--- config.mk ---
export PLATFORM = sky130hd
export DESIGN_NAME = apb_req_arbiter_flat
export DESIGN_NICKNAME = d
export VERILOG_FILES = /design/src/rtl/apb_req_arbiter_if.sv /design/src/rtl/apb_req_arbiter.sv /design/src/flat_wrapper.sv
export SDC_FILE = /design/constraint.sdc
export NUM_CORES = 1
export LEC_CHECK = 0
export ABC_AREA = 1
export CAP_MARGIN = 0
export CORE_ASPECT_RATIO = 1.2
export CORE_MARGIN = 2
export CORE_UTILIZATION = 43
export CTS_BUF_LIST = sky130_fd_sc_hd__clkbuf_8 sky130_fd_sc_hd__clkbuf_16
export DETAILED_ROUTE_END_ITERATION = 12
export PLACE_DENSITY = 0.93
export SETUP_SLACK_MARGIN = 0.4
export SLEW_MARGIN = 40
export SYNTH_ARGS = -nofsm -noshare
export SYNTH_HDL_FRONTEND = slang
export SYNTH_SLANG_ARGS = --single-unit
--- constraint.sdc ---
create_clock -name i_clk -period 2.5 [get_ports i_clk]
set_clock_uncertainty 0.05 [all_clocks]
set_input_delay 0.75 -clock i_clk [delete_from_list [all_inputs] [get_ports i_clk]]
set_output_delay 0.75 -clock i_clk [all_outputs]
set_load 0.01 [all_outputs]
--- src/rtl/apb_req_arbiter_if.sv ---
// Requester handshake and APB pin bundle for apb_req_arbiter.
// The master modport is the arbiter's view; the slave modport is the requesters' and APB slave's view.
interface apb_req_arbiter_if #(
    parameter int NUM_REQ = 2,
    parameter int ADDR_W  = 8,
    parameter int DATA_W  = 8
);
    logic [NUM_REQ-1:0]        req;
    logic [NUM_REQ-1:0]        req_write;
    logic [NUM_REQ*ADDR_W-1:0] req_addr;
    logic [NUM_REQ*DATA_W-1:0] req_wdata;
    logic [NUM_REQ-1:0]        ack;
    logic                      err;
    logic [DATA_W-1:0]         rdata;
    logic                      busy;
    logic                      psel;
    logic                      penable;
    logic                      pwrite;
    logic [ADDR_W-1:0]         addr;
    logic [DATA_W-1:0]         pwdata;
    logic [DATA_W-1:0]         prdata;

    modport master (
        input  req, req_write, req_addr, req_wdata, prdata,
        output ack, err, rdata, busy, psel, penable, pwrite, addr, pwdata
    );

    modport slave (
        output req, req_write, req_addr, req_wdata, prdata,
        input  ack, err, rdata, busy, psel, penable, pwrite, addr, pwdata
    );
endinterface

--- src/rtl/apb_req_arbiter.sv ---
// Round-robin arbiter that turns single requester transactions into APB transfers
// on one shared register slave; out-of-range addresses are answered with err and no transfer.
//
// state     | meaning
// S_IDLE    | waiting for any req; arbitrate and latch the winner
// S_SETUP   | APB setup phase (psel=1, penable=0)
// S_ACCESS  | APB access phase (psel=1, penable=1); slave acts at the end
// S_CAPTURE | bus idle; prdata captured into rdata on reads
// S_RESP    | one-cycle ack to the granted requester (err on reject)
module apb_req_arbiter #(
    parameter int NUM_REQ   = 2,
    parameter int ADDR_W    = 8,
    parameter int DATA_W    = 8,
    parameter int MEM_DEPTH = 8
) (
    input logic i_clk,
    input logic i_reset,
    apb_req_arbiter_if.master bus
);
    localparam int PTR_W = (NUM_REQ > 1) ? $clog2(NUM_REQ) : 1;

    typedef enum logic [2:0] {
        S_IDLE,
        S_SETUP,
        S_ACCESS,
        S_CAPTURE,
        S_RESP
    } state_t;

    state_t             r_state, w_state_nxt;
    logic [PTR_W-1:0]   r_last, w_last_nxt;
    logic [PTR_W-1:0]   r_gnt, w_gnt_nxt;
    logic [NUM_REQ-1:0] r_ack, w_ack_nxt;
    logic               r_err, w_err_nxt;
    logic [DATA_W-1:0]  r_rdata, w_rdata_nxt;
    logic               r_busy, w_busy_nxt;
    logic               r_psel, w_psel_nxt;
    logic               r_penable, w_penable_nxt;
    logic               r_pwrite, w_pwrite_nxt;
    logic [ADDR_W-1:0]  r_addr, w_addr_nxt;
    logic [DATA_W-1:0]  r_pwdata, w_pwdata_nxt;

    logic               w_found;
    logic [PTR_W-1:0]   w_sel;
    int                 w_idx;
    logic [ADDR_W-1:0]  w_sel_addr;
    logic [DATA_W-1:0]  w_sel_wdata;
    logic               w_sel_write;
    logic               w_in_range;

    // Search starts just after the last winner so it becomes lowest priority.
    always_comb begin
        w_found = 1'b0;
        w_sel   = r_last;
        w_idx   = 0;
        for (int k = 1; k <= NUM_REQ; k++) begin
            w_idx = int'(r_last) + k;
            if (w_idx >= NUM_REQ) w_idx = w_idx - NUM_REQ;
            if (!w_found && bus.req[w_idx]) begin
                w_found = 1'b1;
                w_sel   = PTR_W'(w_idx);
            end
        end
    end

    assign w_sel_addr  = bus.req_addr[int'(w_sel)*ADDR_W +: ADDR_W];
    assign w_sel_wdata = bus.req_wdata[int'(w_sel)*DATA_W +: DATA_W];
    assign w_sel_write = bus.req_write[w_sel];
    assign w_in_range  = (int'(w_sel_addr) < MEM_DEPTH);

    always_ff @(posedge i_clk) begin
        if (i_reset) begin
            r_state   <= S_IDLE;
            r_last    <= PTR_W'(NUM_REQ - 1);
            r_gnt     <= '0;
            r_ack     <= '0;
            r_err     <= 1'b0;
            r_rdata   <= '0;
            r_busy    <= 1'b0;
            r_psel    <= 1'b0;
            r_penable <= 1'b0;
            r_pwrite  <= 1'b0;
            r_addr    <= '0;
            r_pwdata  <= '0;
        end else begin
            r_state   <= w_state_nxt;
            r_last    <= w_last_nxt;
            r_gnt     <= w_gnt_nxt;
            r_ack     <= w_ack_nxt;
            r_err     <= w_err_nxt;
            r_rdata   <= w_rdata_nxt;
            r_busy    <= w_busy_nxt;
            r_psel    <= w_psel_nxt;
            r_penable <= w_penable_nxt;
            r_pwrite  <= w_pwrite_nxt;
            r_addr    <= w_addr_nxt;
            r_pwdata  <= w_pwdata_nxt;
        end
    end

    // Outputs are registered, so each branch sets the values for the state being entered.
    always_comb begin
        w_state_nxt   = r_state;
        w_last_nxt    = r_last;
        w_gnt_nxt     = r_gnt;
        w_ack_nxt     = '0;
        w_err_nxt     = 1'b0;
        w_rdata_nxt   = r_rdata;
        w_psel_nxt    = 1'b0;
        w_penable_nxt = 1'b0;
        w_pwrite_nxt  = r_pwrite;
        w_addr_nxt    = r_addr;
        w_pwdata_nxt  = r_pwdata;
        case (r_state)
            S_IDLE: begin
                if (w_found) begin
                    w_gnt_nxt  = w_sel;
                    w_last_nxt = w_sel;
                    if (w_in_range) begin
                        w_state_nxt  = S_SETUP;
                        w_psel_nxt   = 1'b1;
                        w_pwrite_nxt = w_sel_write;
                        w_addr_nxt   = w_sel_addr;
                        w_pwdata_nxt = w_sel_wdata;
                    end else begin
                        // Bus pins keep their old values on a reject.
                        w_state_nxt = S_RESP;
                        w_ack_nxt   = NUM_REQ'(1) << w_sel;
                        w_err_nxt   = 1'b1;
                    end
                end
            end
            S_SETUP: begin
                w_state_nxt   = S_ACCESS;
                w_psel_nxt    = 1'b1;
                w_penable_nxt = 1'b1;
            end
            S_ACCESS: begin
                w_state_nxt = S_CAPTURE;
            end
            S_CAPTURE: begin
                w_state_nxt = S_RESP;
                w_ack_nxt   = NUM_REQ'(1) << r_gnt;
                if (!r_pwrite) w_rdata_nxt = bus.prdata;
            end
            S_RESP: begin
                w_state_nxt = S_IDLE;
            end
            default: begin
                w_state_nxt = S_IDLE;
            end
        endcase
        w_busy_nxt = (w_state_nxt != S_IDLE);
    end

    assign bus.ack     = r_ack;
    assign bus.err     = r_err;
    assign bus.rdata   = r_rdata;
    assign bus.busy    = r_busy;
    assign bus.psel    = r_psel;
    assign bus.penable = r_penable;
    assign bus.pwrite  = r_pwrite;
    assign bus.addr    = r_addr;
    assign bus.pwdata  = r_pwdata;
endmodule

--- src/flat_wrapper.sv ---
// flat-port wrapper written by rule: the top's interface ports become plain ports
module apb_req_arbiter_flat 
#(
    parameter int NUM_REQ   = 2,
    parameter int ADDR_W    = 8,
    parameter int DATA_W    = 8,
    parameter int MEM_DEPTH = 8
)
  (i_clk, i_reset, bus_req, bus_req_write, bus_req_addr, bus_req_wdata, bus_prdata, bus_ack, bus_err, bus_rdata, bus_busy, bus_psel, bus_penable, bus_pwrite, bus_addr, bus_pwdata);
  apb_req_arbiter_if #(.NUM_REQ(NUM_REQ), .ADDR_W(ADDR_W), .DATA_W(DATA_W)) bus_i ();
  input logic i_clk;
  input logic i_reset;
  input wire logic [$bits(bus_i.req)-1:0] bus_req;
  input wire logic [$bits(bus_i.req_write)-1:0] bus_req_write;
  input wire logic [$bits(bus_i.req_addr)-1:0] bus_req_addr;
  input wire logic [$bits(bus_i.req_wdata)-1:0] bus_req_wdata;
  input wire logic [$bits(bus_i.prdata)-1:0] bus_prdata;
  output wire logic [$bits(bus_i.ack)-1:0] bus_ack;
  output wire logic [$bits(bus_i.err)-1:0] bus_err;
  output wire logic [$bits(bus_i.rdata)-1:0] bus_rdata;
  output wire logic [$bits(bus_i.busy)-1:0] bus_busy;
  output wire logic [$bits(bus_i.psel)-1:0] bus_psel;
  output wire logic [$bits(bus_i.penable)-1:0] bus_penable;
  output wire logic [$bits(bus_i.pwrite)-1:0] bus_pwrite;
  output wire logic [$bits(bus_i.addr)-1:0] bus_addr;
  output wire logic [$bits(bus_i.pwdata)-1:0] bus_pwdata;
  assign bus_i.req = bus_req;
  assign bus_i.req_write = bus_req_write;
  assign bus_i.req_addr = bus_req_addr;
  assign bus_i.req_wdata = bus_req_wdata;
  assign bus_i.prdata = bus_prdata;
  assign bus_ack = bus_i.ack;
  assign bus_err = bus_i.err;
  assign bus_rdata = bus_i.rdata;
  assign bus_busy = bus_i.busy;
  assign bus_psel = bus_i.psel;
  assign bus_penable = bus_i.penable;
  assign bus_pwrite = bus_i.pwrite;
  assign bus_addr = bus_i.addr;
  assign bus_pwdata = bus_i.pwdata;
  apb_req_arbiter #(.NUM_REQ(NUM_REQ), .ADDR_W(ADDR_W), .DATA_W(DATA_W), .MEM_DEPTH(MEM_DEPTH)) u_core (.i_clk(i_clk), .i_reset(i_reset), .bus(bus_i));
endmodule
; Word-level counts from Yosys, hierarchy flattened
; Index checks and enable logic that the tools add are counted.
[classes]
addsub = 4
magnitude_cmp = 6
eq_ne = 3
shifts = 4
mux = 25
n_bitwise = 3
n_reduce_logical = 8
[ops]
columns = op, count
row1 = $ge A32 B3 Y1 const B, 2
row2 = $lt A32 B3 Y1 const B, 2
row3 = $mux W32, 2
row4 = $sub A32 B3 Y32 const B, 2
row5 = $shiftx A16 B5 Y8, 2
row6 = $mux W1, 16
row7 = $pmux W3 S4, 1
row8 = $lt A8 B4 Y1 const B, 1
row9 = $eq A3 B2 Y1 const B, 2
row10 = $mux W3, 2
row11 = $mux W2, 2
row12 = $pmux W2 S2, 1
row13 = $reduce_and A2 Y1, 2
row14 = $shl A1 B1 Y2 const A, 2
row15 = $add A1 B2 Y3 const B, 1
row16 = $eq A3 B1 Y1 const B, 1
row17 = $logic_not A3 Y1, 1
row18 = $not A1 Y1, 3
row19 = $reduce_and A3 Y1, 1
row20 = $reduce_bool A3 Y1, 1
row21 = $reduce_or A3 Y1, 1
row22 = $add A1 B1 Y2 const B, 1
row23 = $lt A1 B2 Y1 const B, 1
row24 = $pmux W1 S2, 1
row25 = 2 further kinds, 2
[word_totals]
regBits = 36
inputBits = 46
out_inout_bits = 31
elab_cells = 65

; Longest topological paths before layout
[depth]
depth_word = 16
mapped_depth = 10
mapped_depth_nobuf = 9

; Worst setup path after synthesis
; Ideal clock, no wire load.
[synth_timing]
path_kind = input to register
start = input port bus_req[0]
end = register u_core.r_addr[0] (netlist: u_core.bus.addr[0])
setup_ns = 0.115
t_arrival_ns = 1.535
t_required_ns = 2.335
setup_slack_ns = 0.800
cell_stages = 7
path_buffers = 1
cell_sequence = inv_1 -> nand2_1 -> nand3_2 -> clkinv_1 -> buf_4 -> a21oi_1 -> nor2_1
[synth_via]
elab_chain_len = 10
word_cells_on_any_way = 15
cone_classes = 1 x order compare / 1 x shift / 10 x mux / 3 x reduce/logical
[synth_rtl]
columns = item, line
row1 = from (decl), flat_wrapper.sv:13  ; input wire logic [$bits(bus_i.req)-1:0] bus_req;
row2 = $mux W1 (not written as such) (3 in series), apb_req_arbiter.sv:59  ; if (!w_found && bus.req[w_idx]) begin
row3 = $mux W1, apb_req_arbiter.sv:59
row4 = $logic_not A1 Y1, apb_req_arbiter.sv:59
row5 = $logic_and A1 B1 Y1, apb_req_arbiter.sv:59
row6 = $mux W1, apb_req_arbiter.sv:59
row7 = $shiftx A16 B5 Y8, apb_req_arbiter.sv:66  ; assign w_sel_addr = bus.req_addr[int'(w_sel)*ADDR_W +: ADDR_W];
row8 = $lt A8 B4 Y1, apb_req_arbiter.sv:69  ; assign w_in_range = (int'(w_sel_addr) < MEM_DEPTH);
row9 = $reduce_and A3 Y1 (no line), n/a
row10 = to (signal assigned), apb_req_arbiter.sv:96  ; r_addr <= w_addr_nxt;
row11 = to (decl), apb_req_arbiter.sv:40  ; logic [ADDR_W-1:0] r_addr, w_addr_nxt;
; Parallel ways exist; a longest one is shown, timed or not. The select of a mux whose other input is x is not followed.
; A chain may end at the register's enable or synchronous reset.

; Worst setup path in the final report
[layout_timing]
start = register u_core.r_pwrite (netlist: u_core.bus.pwrite)
end = output port bus_pwrite
[layout_rtl]
columns = item, line
row1 = from (decl), apb_req_arbiter.sv:39  ; logic r_pwrite, w_pwrite_nxt;
row2 = from (signal assigned), apb_req_arbiter.sv:95  ; r_pwrite <= w_pwrite_nxt;
row3 = to (decl), flat_wrapper.sv:24  ; output wire logic [$bits(bus_i.pwrite)-1:0] bus_pwrite;
; No word-level cell between the ends.

==> results.yml <==
run_status:
  status: "finished clean"
synth:
  synth_most_common_cell: "nand2_1"
  netlist.area_leader.share_pct: 44.6
  yosysSeqAreaShare_pct: 44.6
  ys_warn_count: 0
  synthesis.area_um2: 1620
  synth_cell_type_count: 20
  synth_edf_count: 0
  yosysTopAreaCell: "dfxtp_1"
  syn_avg_cell_area_um2: 6.79
  synth_area_leaders: "dfxtp_1 (45%), nand2_1 (16%), nor2_1 (11%), inv_1 (6.0%), a21oi_1 (5.3%)"
  yosys_register_bits: 36
  synthCells: 238
  async_flop_share_pct: 0
  ys.flop_type: "dfxtp_1"
  synthTopCellsByCount: "nand2_1 (68), nor2_1 (46), dfxtp_1 (36), inv_1 (26), a21oi_1 (17)"
  synth_nets: 284
power:
  p_leak_uw: 0.00113
  p_per_area_nw_per_um2: 508
  vdd_drop_max_uv: 412
cells_and_area:
  final_core_util_pct: 69.3
  nFillCells: 308
  syn2layout_area_growth_pct: 54.6
  final_cells: 357
  layout-drive-gt1-share_pct: 6.60
  ff_latch_area_um2: 721
  multi_input_area_um2: 732
  n_antenna_cell: 0
  final_nets: 363
cts:
  cts.sinks: 36
  cts_tree: "done"
  clk_pin_slew_worst_paths_ns: 0.08
  cts-root-buf: "clkbuf_8"
  cts_max_path_buffers: 2
  cts-htree-levels: 2
  numCtsBuffers: 5
  post_cts_buffers: 0
  clkLatencyLatePin_ns: 0.30
grt:
  use_met2_pct: 35.9
  grt_pass1_wl_um: 6790
  met1_usage_pct: 22.0
  grt_pass1_vias: 1635
  grtUsageMet3_pct: 9.14
  grt.total_usage_pct: 21.0
  grt_max_degree: 26
  gr-total-overflow: 0
  busiest_layer: "met2"
  antenna_found_initial: 0
timing:
  period_share_pct: 80.6
  fin_ws_ns: 0.485
  final_max_slew_viol_count: 0
  setup-tns-final_ns: 0
  hold_viol: 0
  max_clock_freq_mhz: 496
  finalCriticalPeriod_ns: 2.01
  setup_viol: 0
  worst_pin_slew_ns: 0.618
  hold_slack_ns: 0.391
  rsz0062_at_grt: "no"
  slew-limit-headroom_pct: 58.7
detailed_routing:
  first_pass_iters: 4
  wl_per_cell_um: 11.7
  drc: 0
  vias_per_cell: 4.75
  wl_um: 4180
  final_antenna_net_count: 0
  drt_iter0_drc: 66
  vias: 1697
critical_path:
  critPathLaunchType: "flop"
  crit_cells: 1
  slowest_stage: "clkdlybuf4s50_1"
  path_cells: "clkdlybuf4s50_1"
  worstPathArrival_ns: 1.21
  path_max_fanout: 3
  critPathRequiredTime_ns: 1.70
  reg2reg_slack_ns: 0.91
  slowest_delay_ns: 0.56
  r2r_cells: 6
  crit_path_end_kind: "primary output"
  cp_num_buf_inv: 1
  cp_top_family: "buffers and inverters"
  worstSetupPathType: "flop to primary output"
placement:
  portBuffers: 76
  dp.cells: 349
  place_ws_ns: 0.139
  place_congestion: 0.834
  detailed_place_hpwl_um: 3100
floorplan:
  placementRows: 24
  fp.dieH_um: 71.1
  pin_count: 77
  die_w_um: 60.0
  start_util_pct: 44.8
  die-area_um2: 4260
  core_region_area_um2: 3600
min_path:
  min_path_type: "flop to flop"
  whs_path_depth: 2
flow_run:
  max-cap-violations: 0
-- area by class of cell --
| cell class | count | share of cell area, % |
|---|---|---|
| repair buffers | 81 | 32.0 |
| multi-input cells | 165 | 29.3 |
| clock buffers | 5 | 2.76 |
| inverters | 28 | 4.21 |
| flip-flops and latches | 36 | 28.9 |
| well taps | 39 | 1.95 |
| clock inverters | 3 | 0.952 |
-- flip-flops by register name, indices dropped and copies added, names as in the netlist --
| register | cells |
|---|---|
| u_core.bus.addr | 8 |
| u_core.bus.pwdata | 8 |
| u_core.bus.rdata | 8 |
| u_core.r_state | 3 |
| u_core.bus.ack | 2 |
| u_core.bus.busy | 1 |
| u_core.bus.err | 1 |
| u_core.bus.penable | 1 |
| u_core.bus.psel | 1 |
| u_core.bus.pwrite | 1 |
| u_core.r_gnt | 1 |
| u_core.r_last | 1 |
-- path summary, 6_finish.rpt --
path / from / end
max reg2reg: u_core.r_state[2] / u_core.bus.rdata[0]
max: u_core.bus.pwrite / bus_pwrite
min: u_core.bus.addr[4] / u_core.bus.addr[4]
min reg2reg: u_core.bus.addr[4] / u_core.bus.addr[4]
-- placed cells by master, fill, tap and decap left out --
master	instances
clkinv_1	1
clkinvlp_4	2
nand3_1	16
nand3_4	1
buf_4	5
dfxtp_1	36
clkdlybuf4s50_1	76
a211oi_1	1
nand2_1	68
nand3b_1	1
clkinv_4	1
inv_2	1
nor2_1	46
o21ai_0	9
nand2_2	2
a21oi_1	17
nand3_2	2
inv_1	26
nand2_8	1
o21ai_2	1
clkbuf_8	5
-- cell families (layout without fill, tap and decap cells) --
logic type             count (synthesis)  in the layout  synth area share (%)
and+or+nand+nor                      137            137                  35.7
buffers and inverters                 37            117                  10.6
AOI/OAI and AO/OA                     28             28                  9.06
DFF                                   36             36                  44.6
-- routing by layer --
metal  routed length [um]  share of wire (%)
met5                    0                  0
met2                 2020                 48
met4                   80                1.9
met1                 1670                 40
met3                  417                 10
-- stage by stage --
stage                     power [uW]  area, um2
after floorplan                  739       1620
after global placement           854       2400
after detailed placement         860       2400
after CTS                       1280       2490
after global routing            1340       2500
final                           1270       2500
-- report_power, final --
group / switching [uW] / leakage (uW) / internal [uW] / total (uW)
combinational: 122 / 0.000797 / 127 / 250
clock: 223 / 0.0000404 / 197 / 420
sequential: 9.26 / 0.000292 / 590 / 599
-- timing repair --
item | in CTS | in global routing
gates resized for setup | 0 | 1
hold buffers | 0 | 0
hold endpoints to repair | 0 | 0
setup endpoints to repair | 0 | 2
Power figures use the tool's default switching activity.
